===== config.mk =====
export PLATFORM = sky130hd
export DESIGN_NAME = sm_rx
export DESIGN_NICKNAME = d
export VERILOG_FILES = /design/src/rtl/sm_rx_pkg.sv /design/src/rtl/sm_rx_shr.sv /design/src/rtl/sm_rx.sv
export SDC_FILE = /design/constraint.sdc
export NUM_CORES = 1
export LEC_CHECK = 0
export BUFFER_PORTS_ARGS = -buffer_cell sky130_fd_sc_hd__buf_4
export CORE_UTILIZATION = 25
export CTS_CLUSTER_DIAMETER = 50
export DETAILED_ROUTE_END_ITERATION = 6
export HOLD_SLACK_MARGIN = 0.15
export PLACE_DENSITY = 0.42
export SLEW_MARGIN = 10
export SYNTH_ARGS = -nofsm -noshare
export SYNTH_HDL_FRONTEND = slang
export SYNTH_SLANG_ARGS = --single-unit

===== constraint.sdc =====
create_clock -name clk -period 3.8 [get_ports clk]
set_input_delay 0.76 -clock clk [delete_from_list [all_inputs] [get_ports clk]]
set_output_delay 0.76 -clock clk [all_outputs]
set_load 0.03 [all_outputs]

===== src/rtl/sm_rx_pkg.sv =====
// Shared constants for the serial-to-memory receiver: state codes, default widths
// and the terminal write address.
package sm_rx_pkg;

  localparam int DATA_W_DEF = 8;
  localparam int ADR_W_DEF  = 2;

  typedef logic [2:0] state_t;

  localparam logic [2:0] ST_IDLE  = 3'd0;
  localparam logic [2:0] ST_RDY   = 3'd1;
  localparam logic [2:0] ST_RCV   = 3'd2;
  localparam logic [2:0] ST_WRITE = 3'd3;
  localparam logic [2:0] ST_ERR   = 3'd4;
  localparam logic [2:0] ST_DONE  = 3'd5;

  localparam int DONE_ADR_DEF = (1 << ADR_W_DEF) - 1;

  // Last address written before the receiver parks in DONE.
  function automatic int last_adr(input int adr_w);
    return (1 << adr_w) - 1;
  endfunction

endpackage


===== src/rtl/sm_rx_shr.sv =====
// Serial-in parallel-out register: LSB-first bits enter at the MSB and move right,
// so after DATA_W shifts the first bit sits in bit 0.
module rx_shr
  import sm_rx_pkg::*;
#(
  parameter int DATA_W = DATA_W_DEF
) (
  input  logic              clk,
  input  logic              clr,
  input  logic              i_clear,
  input  logic              i_shift,
  input  logic              i_bit,
  output logic [DATA_W-1:0] o_data
);

  logic [DATA_W-1:0] r_data;

  always_ff @(posedge clk or posedge clr) begin
    if (clr) begin
      r_data <= '0;
    end else if (i_clear) begin
      r_data <= '0;
    end else if (i_shift) begin
      r_data <= {i_bit, r_data[DATA_W-1:1]};
    end
  end

  assign o_data = r_data;

endmodule


===== src/rtl/sm_rx.sv =====
// Serial word receiver that stores 2^ADR_W words into memory, then parks in DONE.
// Define SM_RX_VLD_CHK_EN to treat a tx_vld gap inside a word as a framing error.
module sm_rx
  import sm_rx_pkg::*;
#(
  parameter int DATA_W = DATA_W_DEF,
  parameter int ADR_W  = ADR_W_DEF
) (
  input  logic              clk,
  input  logic              clr,
  input  logic              rx_en,
  input  logic              tx_vld,
  input  logic              tx_data,
  output logic              rx_ready,
  output logic              wr_en,
  output logic [ADR_W-1:0]  wr_adr,
  output logic [DATA_W-1:0] wr_data,
  output logic              rx_finish,
  output logic              rx_err
);

  localparam int               CNT_W    = $clog2(DATA_W + 1);
  localparam logic [CNT_W-1:0] LAST_BIT = CNT_W'(DATA_W - 1);
  localparam logic [ADR_W-1:0] LAST_ADR = ADR_W'(last_adr(ADR_W));

  state_t            r_state;
  state_t            w_state_next;
  logic [ADR_W-1:0]  r_adr;
  logic [CNT_W-1:0]  r_cnt;
  logic              w_shift;
  logic              w_clear;
  logic [DATA_W-1:0] w_data;

  rx_shr #(
    .DATA_W (DATA_W)
  ) u_shr (
    .clk     (clk),
    .clr     (clr),
    .i_clear (w_clear),
    .i_shift (w_shift),
    .i_bit   (tx_data),
    .o_data  (w_data)
  );

  always_comb begin
    w_state_next = r_state;
    w_shift      = 1'b0;
    w_clear      = 1'b0;
    case (r_state)
      ST_IDLE: begin
        if (rx_en) w_state_next = ST_RDY;
      end
      ST_RDY: begin
        if (tx_vld) begin
          w_shift      = 1'b1;
          w_state_next = ST_RCV;
        end
      end
      ST_RCV: begin
        if (tx_vld) begin
          w_shift = 1'b1;
          if (r_cnt == LAST_BIT) w_state_next = ST_WRITE;
        end
`ifdef SM_RX_VLD_CHK_EN
        else begin
          w_clear      = 1'b1;
          w_state_next = ST_ERR;
        end
`endif
      end
      ST_WRITE: begin
        // Word is consumed this cycle; clearing now leaves a clean register for the next one.
        w_clear      = 1'b1;
        w_state_next = (r_adr == LAST_ADR) ? ST_DONE : ST_RDY;
      end
      ST_ERR:  w_state_next = ST_RDY;
      ST_DONE: w_state_next = ST_DONE;
      default: w_state_next = ST_IDLE;
    endcase
  end

  always_ff @(posedge clk or posedge clr) begin
    if (clr) begin
      r_state <= ST_IDLE;
      r_adr   <= '0;
      r_cnt   <= '0;
    end else begin
      r_state <= w_state_next;
      if (w_clear) begin
        r_cnt <= '0;
      end else if (w_shift) begin
        r_cnt <= r_cnt + 1'b1;
      end
      // Address saturates at the terminal value; DONE is reached instead of wrapping.
      if (r_state == ST_WRITE && r_adr != LAST_ADR) begin
        r_adr <= r_adr + 1'b1;
      end
    end
  end

  assign rx_ready  = (r_state == ST_RDY);
  assign wr_en     = (r_state == ST_WRITE);
  assign wr_adr    = r_adr;
  assign wr_data   = w_data;
  assign rx_finish = (r_state == ST_DONE);

`ifdef SM_RX_VLD_CHK_EN
  assign rx_err = (r_state == ST_ERR);
`else
  assign rx_err = 1'b0;
`endif

endmodule

Word level (Yosys, flattened, before mapping)
Cells that the tools add are included.

Logic and storage cells: 36. Input port bits: 5. Register bits after elaboration: 17.

Reductions and logical operators: 5. Eq/ne operators: 12. Add/subtract/negate cells: 2. Mux-type cells: 13.

Operators with widths (count): one-hot mux 3 bit (6 select lines) (1); 2-to-1 mux 8 bit (2); 2-to-1 mux 3 bit (5); inequality test 2 bit, second input constant (5); 2-to-1 mux 4 bit (2); == test 3 x 2 -> 1 bit, second input constant (2); == test 3 bit, second input constant (2); adder 4 x 1 -> 4 bit, second input constant (1); == test 4 x 3 -> 1 bit, second input constant (1); AND reduction 4 bit (1); == test 3 x 1 -> 1 bit, second input constant (1); zero test 3 bit (1); 2-to-1 mux 1 bit (3); adder 2 x 1 -> 2 bit, second input constant (1); == test 2 bit, second input constant (1); nonzero test 2 bit (1); OR reduction 2 bit (1); logical AND 1 bit (1).

Logic depth before layout (Yosys ltp)
Gate-level depths: netlist of the first run.

Depth after elaboration: 5. Gate-level depth with buffers: 5. Gate-level depth less buffers: 4.

Cells and area by module
From an unflattened synthesis of the first run, not the netlist that was laid out.

Cells, all modules: 80. Area, all modules: 848.3 um^2.

Modules (own cells, without submodules): sm_rx (times used 1, seq. area each 225.2 um^2, cells each 53, area each 519.2 um^2); rx_shr (times used 1, seq. area each 200.2 um^2, cells each 27, area each 329.1 um^2).

Least setup slack after synthesis of the first run
No wires, ideal clock.

Path kind: reg2out. Start: register r_state[0]. End: output rx_ready. Data arrival time: 1.213 ns. Buffers on the path: 0. Cell stages (with the launch flop): 3. Setup slack: 1.827 ns. Cells stage by stage: dfrtp_1 > inv_1 > nor3_1.

Word-level cells in the longest chain between the ends: 1.

RTL lines: from (decl) (line sm_rx.sv:26) `state_t r_state;`; from (signal assigned) (line sm_rx.sv:88) `r_state <= w_state_next;`; == test 3 x 1 -> 1 bit (line sm_rx.sv:101) `assign rx_ready = (r_state == ST_RDY);`; to (decl) (line sm_rx.sv:14) `output logic rx_ready,`.

No other way between the ends.

Final worst setup path of the first run
Start: register r_state[2]. End: output wr_en.

Word-level cells in the longest chain between the ends: 1.

RTL lines: == test 3 x 2 -> 1 bit (line sm_rx.sv:102) `assign wr_en = (r_state == ST_WRITE);`; to (decl) (line sm_rx.sv:15) `output logic wr_en,`.

No other way between the ends.

==> results of run 1 <==
-- Yosys cell counts (2+ instances only) --
cell type  number  area share (%)
inv_1           3             1.3
mux2i_1         2             2.3
o21ai_0        10             5.9
nand3_1        10             5.9
nor2b_1         2             1.5
dfrtp_1        17              50
buf_2           3             1.8
a21oi_1         9             5.3
ha_1            2             2.9
nor2_1          4             1.8
nand2_1         4             1.8
-- worst max-delay path: stages (launching register included) --
cell,delay (ns)
dfrtp_1,0.48
nand3b_1,0.28
clkinv_1,0.33
buf_4,0.27
-- routing by layer --
| layer | up-vias | routed length, um | track usage [%] | part of all wire (%) |
|---|---|---|---|---|
| met2 | 10 | 876 | 17.4 | 49 |
| met1 | 320 | 864 | 15.6 | 48 |
| met3 | 2 | 47 | 4.48 | 2.6 |
| li1 | 331 | - | - | - |
| met4 | 0 | 8 | 1.95 | 0.45 |
| met5 | - | 0 | 0 | 0 |
-- worst paths after layout --
check	end	slack [ns]
max in group asynchronous	u_shr.o_data[2]	2.82
worst min-delay path	r_cnt[3]	0.49
worst max-delay path	wr_en	1.40
min in group asynchronous	u_shr.o_data[3]	0.55
worst max register to register	u_shr.o_data[1]	2.11
worst min register to register	r_cnt[3]	0.49
-- flip-flops by register name, summed over array words and instances, names as in the netlist --
name,cells
u_shr.o_data,8
r_cnt,4
r_state,3
wr_adr,2
-- per-stage QoR --
step / area [um2] / utilization (%) / cells / power [mW]
3_3_place_gp: 1000 / 31.9 / 143 / 0.775
2_1_floorplan: 853 / - / 88 / 0.635
5_1_grt: 1030 / 32.7 / 147 / 0.933
4_1_cts: 1030 / 32.7 / 147 / 0.871
6_report: 1030 / 32.7 / 147 / 0.862
3_5_place_dp: 1000 / 31.9 / 143 / 0.773
-- cell type report --
cell class	count	share of cell area (%)
well taps	44	5.34
repair buffers	17	12.4
multi-input cells	61	37.0
clock buffers	4	2.55
inverters	4	1.46
flip-flops and latches	17	41.3
-- kinds of logic (layout without fill, tap and decap cells) --
kind of cell    count (synthesis)  after routing
simple gates                   29             29
compound gates                 23             23
flops                          17             17
buf+inv                        10             25
xor+xnor                        3              3
mux                             3              3
fa+ha+maj                       2              2
other cells                     1              1
-- power by group through the flow --
stage | Sequential [mW] | Clock (mW) | Combinational (mW)
final | 0.322 | 0.0962 | 0.443
after global routing | 0.337 | 0.110 | 0.486
after CTS | 0.323 | 0.100 | 0.448
after detailed placement | 0.327 | 0 | 0.446
after global placement | 0.327 | 0 | 0.448
after floorplan | 0.377 | 0 | 0.257
==> reports/qor.csv, run 1 <==
metric;value;unit
synthMuxAreaShare;3.67;%
synth_edf_count;0;
pre_cts_ws;1.71;ns
power_frac_clock;11.2;%
die_w;60.4;um
rsz0062_at_grt;no;
grt_pass1_vias;641;
multi_input_area;382;um2
post_cts_resized;0;
drive_above_1_share;23.3;%
fp.dieH;60.4;um
grt.overflow.total;0;
swShare;48.1;%
netSwitchingPower;415;uW
dr_total_vias;663;
worstPathRequired;3.04;ns
dieArea;0.00365;mm2
cts_hold_buffers;0;
route.detailed.drc;0;
setup_tns;0;ns
cts-buffers-inserted;3;
globalRouteTotalUtil;11.4;%
ant_nets;0;
synthAdderAreaFrac;2.93;%
holdCritPathClass;flop to flop;
synthSimpleGateAreaFrac;18.8;%
maxCapViolations;0;
max_clock_freq;416;MHz
min_period;2.40;ns
cts_num_sinks;17;
cts_tree;yes;
routed_wl;1800;um
port-buffer-count;17;
r2r-start;r_state[1];
hold_depth;1;
synth-main-ff-cell;dfrtp_1;
grt_max_degree;18;
powerDensity;836;mW/mm2
hold_ws;0.488;ns
synth_xor_area_share;3.96;%
critPathArrivalTime;1.64;ns
irDropWorstVdd;0.422;mV
grt_pass1_wl;3000;um
insertion_delay;0.29;ns
htreeDepth;1;
area_growth;20.8;%
initial_utilization;27.1;%
worstSetupPathType;flop to primary output;
crit_fanout;10;
synthDistinctLibCells;33;
avgRoutedWirePerCell;12.2;um
fp.coreArea;0.00315;mm2
seq_power_share;37.4;%
antenna_cells;0;
ys_ff_latch;17;
startpoint;r_state[2];
synth_top_family_by_area;simple AND/OR/NAND/NOR gates;
synth_compound_area_share;15.0;%
rows;20;
p_leak;0.480;nW
ys_seq_area_share;49.9;%
skew;0.0159;ns
max_slew.worst_pin.slew;0.845;ns
num_io_pins;19;
r2r_cells;3;
synthArstFlopShare;100;%
n_fill_cell;350;
dpl.hpwl;1280;um
detail_route.iter0.violations;20;
finalHoldViolCount;0;
clockBufferDepth;2;
slew_violations;0;
synthesis.area;853;um2
gp_congestion;0.719;
layout_common_cells;buf_4, dfrtp_1, nand3_1, o21ai_0, a21oi_1;
setup_violations;0;
syn_avg_cell_area;9.70;um2
antenna_found_initial;0;
syn_nets;95;
cts_root_buf;clkbuf_4;
regArea;425;um2
fin_ws;1.40;ns
clk_pin_slew;0.11;ns
postCtsSetupRepairBufs;0;
slew_headroom;43.2;%
pwr-share-comb;51.4;%
outcome;finished, final reports clean;
syn-instance-count;88;
drt_pass1_iterations;2;
final_nets;111;
end_kind;primary output;
viasPerCell;4.51;
post-route-period-util;63.2;%
p_int;447;uW
yosys_warnings;0;
start_kind;flop;
min_from;r_cnt[3];
No activity file was read; power rests on OpenSTA's default activity.
==> run 2: changes to the inputs <==
--- a/config.mk
+++ b/config.mk
@@ -5,12 +5,13 @@
 export SDC_FILE = /design/constraint.sdc
 export NUM_CORES = 1
 export LEC_CHECK = 0
+export ABC_AREA = 1
 export BUFFER_PORTS_ARGS = -buffer_cell sky130_fd_sc_hd__buf_4
 export CORE_UTILIZATION = 25
 export CTS_CLUSTER_DIAMETER = 50
 export DETAILED_ROUTE_END_ITERATION = 6
 export HOLD_SLACK_MARGIN = 0.15
-export PLACE_DENSITY = 0.42
+export PLACE_DENSITY = 0.43
 export SLEW_MARGIN = 10
 export SYNTH_ARGS = -nofsm -noshare
 export SYNTH_HDL_FRONTEND = slang
==> constraint.sdc (replaced) <==
create_clock -name clk -period 1.9 [get_ports clk]
set_input_delay 0.38 -clock clk [delete_from_list [all_inputs] [get_ports clk]]
set_output_delay 0.38 -clock clk [all_outputs]
set_load 0.03 [all_outputs]
==> run 2 against run 1 <==
  * Worst setup slack got worse by 1.1 ns
  * Utilization decreased by 0.28 points
  * Routed wire length decreased by 2.4%
  * Synthesized area increased by 7.6%
  * Critical path depth increased by 1
  * Die area increased by 7.4%
  * Sequential power increased by 95%
  * Critical path type unchanged
  * Largest power group unchanged
==> reports/qor.csv, run 2 <==
metric;value;unit
insertion_delay;0.28;ns
dpl.hpwl;1320;um
ys_seq_area_share;46.3;%
synthTopCellsByCount;nand2_1, dfrtp_1, inv_1;
cts_tree;yes;
post-route-period-util;86.0;%
rows;21;
hold_ws;0.182;ns
finalHoldViolCount;0;
max_slew.worst_pin.slew;0.644;ns
synthArstFlopShare;100;%
outcome;finished, final reports clean;
powerDensity;1620;mW/mm2
route.detailed.drc;0;
synth_top_cell_by_area;dfrtp_1;
multi_input_area;392;um2
synth.most_common_cell;nand2_1;
clockBufferDepth;2;
dpl_cell_area;0.00108;mm2
grt.overflow.total;0;
n_fill_cell;386;
final_nets;146;
synthDistinctLibCells;19;
rsz0062_at_grt;no;
initial_utilization;26.9;%
cts_hold_buffers;0;
htreeDepth;1;
max_clock_freq;612;MHz
clk_pin_slew;0.09;ns
num_io_pins;19;
irDropWorstVdd;0.540;mV
grt_pass1_vias;727;
place_inst;180;
cts_num_sinks;17;
fp.coreArea;0.00342;mm2
ant_nets;0;
detail_route.iter0.violations;18;
yosys_warnings;0;
crit_fanout;10;
globalRouteTotalUtil;9.53;%
setup_tns;0;ns
critPathArrivalTime;1.25;ns
layout_common_cells;nand2_1, buf_4, inv_1, dfrtp_1, nor2_1;
avgRoutedWirePerCell;9.53;um
maxCapViolations;0;
syn-instance-count;119;
synthesis.area;918;um2
slew_headroom;57.0;%
gp_congestion;0.767;
skew;0.00144;ns
ys_ff_latch;17;
antenna_cells;0;
final_common_cell;nand2_1;
syn_avg_cell_area;7.72;um2
dieArea;0.00392;mm2
die_w;62.6;um
post_cts_resized;0;
cts-buffers-inserted;3;
finalInstanceArea;0.00111;mm2
worstSetupPathType;flop to primary output;
drt_pass1_iterations;4;
p_leak;0.631;nW
fp.dieH;62.6;um
synth-main-ff-cell;dfrtp_1;
r2r_cells;6;
regArea;425;um2
syn_nets;126;
grt_max_degree;18;
setup_violations;0;
viasPerCell;4.19;
slew_violations;0;
synth_area_leaders;dfrtp_1, nand2_1, inv_1;
synth_edf_count;0;
dr_total_vias;771;
start_kind;flop;
port-buffer-count;17;
synth_top_cell_area_share;46.3;%
worstPathRequired;1.52;ns
min_period;1.63;ns
holdCritPathClass;input pin to asynchronous set/reset pin;
antenna_found_initial;0;
grt_pass1_wl;2980;um
area_growth;20.6;%
postCtsSetupRepairBufs;0;
cts_root_buf;clkbuf_4;
largest_reg_flops;8;
drive_above_1_share;21.0;%
routed_wl;1750;um
fin_cells;184;
end_kind;primary output;
run 2: cell types whose count changed after synthesis, moves of 2 or more:
cell / delta
a21oi_1: -9
buf_2: -3
inv_1: +14
inv_2: +2
mux2i_1: -2
nand2_1: +40
nand2_4: +2
nand4_1: +3
nor2_1: +7
nor2b_1: -2
o21ai_0: -9
run 2: cell families (layout without fill, tap and decap cells):
group                    Yosys count  in the layout  share of synthesized area (%)
AND/OR/NAND/NOR                   73             73                           36.2
buffers and inverters             22             41                           11.0
flip-flops                        17             17                           46.3
AO/OA/AOI/OAI                      3              3                           2.32
adder cells (fa/ha/maj)            2              2                           2.72
other                              1              1                          0.408
XOR/XNOR                           1              1                          0.954
run 2: path summary, 6_finish.rpt:
| check | start | endpoint | slack (ns) |
|---|---|---|---|
| max | r_state[2] | wr_en | 0.27 |
| min | clr | u_shr.o_data[7] | 0.18 |
| max reg2reg | r_state[2] | wr_adr[0] | 0.59 |
| min reg2reg | u_shr.o_data[0] | u_shr.o_data[0] | 0.52 |
| max in group asynchronous | clr | r_state[2] | 1.31 |
| min in group clk | tx_data | u_shr.o_data[7] | 0.30 |
run 2: metal layers:
layer,GRT usage (%),wire length (um),vias up,share of wire (%)
met4,4.36,14,0,0.80
met1,12.2,873,357,50
met5,0,0,-,0
met2,15.2,785,16,45
met3,2.01,79,2,4.5
li1,-,-,396,-
run 2: where the power goes:
part / switching [mW] / total, mW / leakage [nW] / internal (mW)
logic: 0.629 / 0.980 / 0.392 / 0.351
registers: 0.123 / 0.627 / 0.225 / 0.504
clock network: 0.105 / 0.187 / 0.0150 / 0.0814
run 2: stage by stage:
step | setup slack [ns] | util [%] | power [mW]
6_report | 0.267 | 32.4 | 1.79
5_1_grt | 0.174 | 32.4 | 1.95
4_1_cts | 0.247 | 32.4 | 1.82
3_5_place_dp | 0.584 | 31.6 | 1.62
3_3_place_gp | 0.593 | 31.6 | 1.63
2_1_floorplan | 0.635 | - | 1.35
run 2: worst max-delay path, cell delays in order, from the launching register on:
cell and delay (ns):
dfrtp_1 0.40, inv_1 0.14, nand3_4 0.14, inv_1 0.12
buf_4 0.16
run 2: final cells by class:
type	instances	share of cell area, %
clock buffers	4	2.37
well taps	46	5.20
inverters	19	6.44
flip-flops and latches	17	38.4
repair buffers	18	12.2
multi-input cells	80	35.4
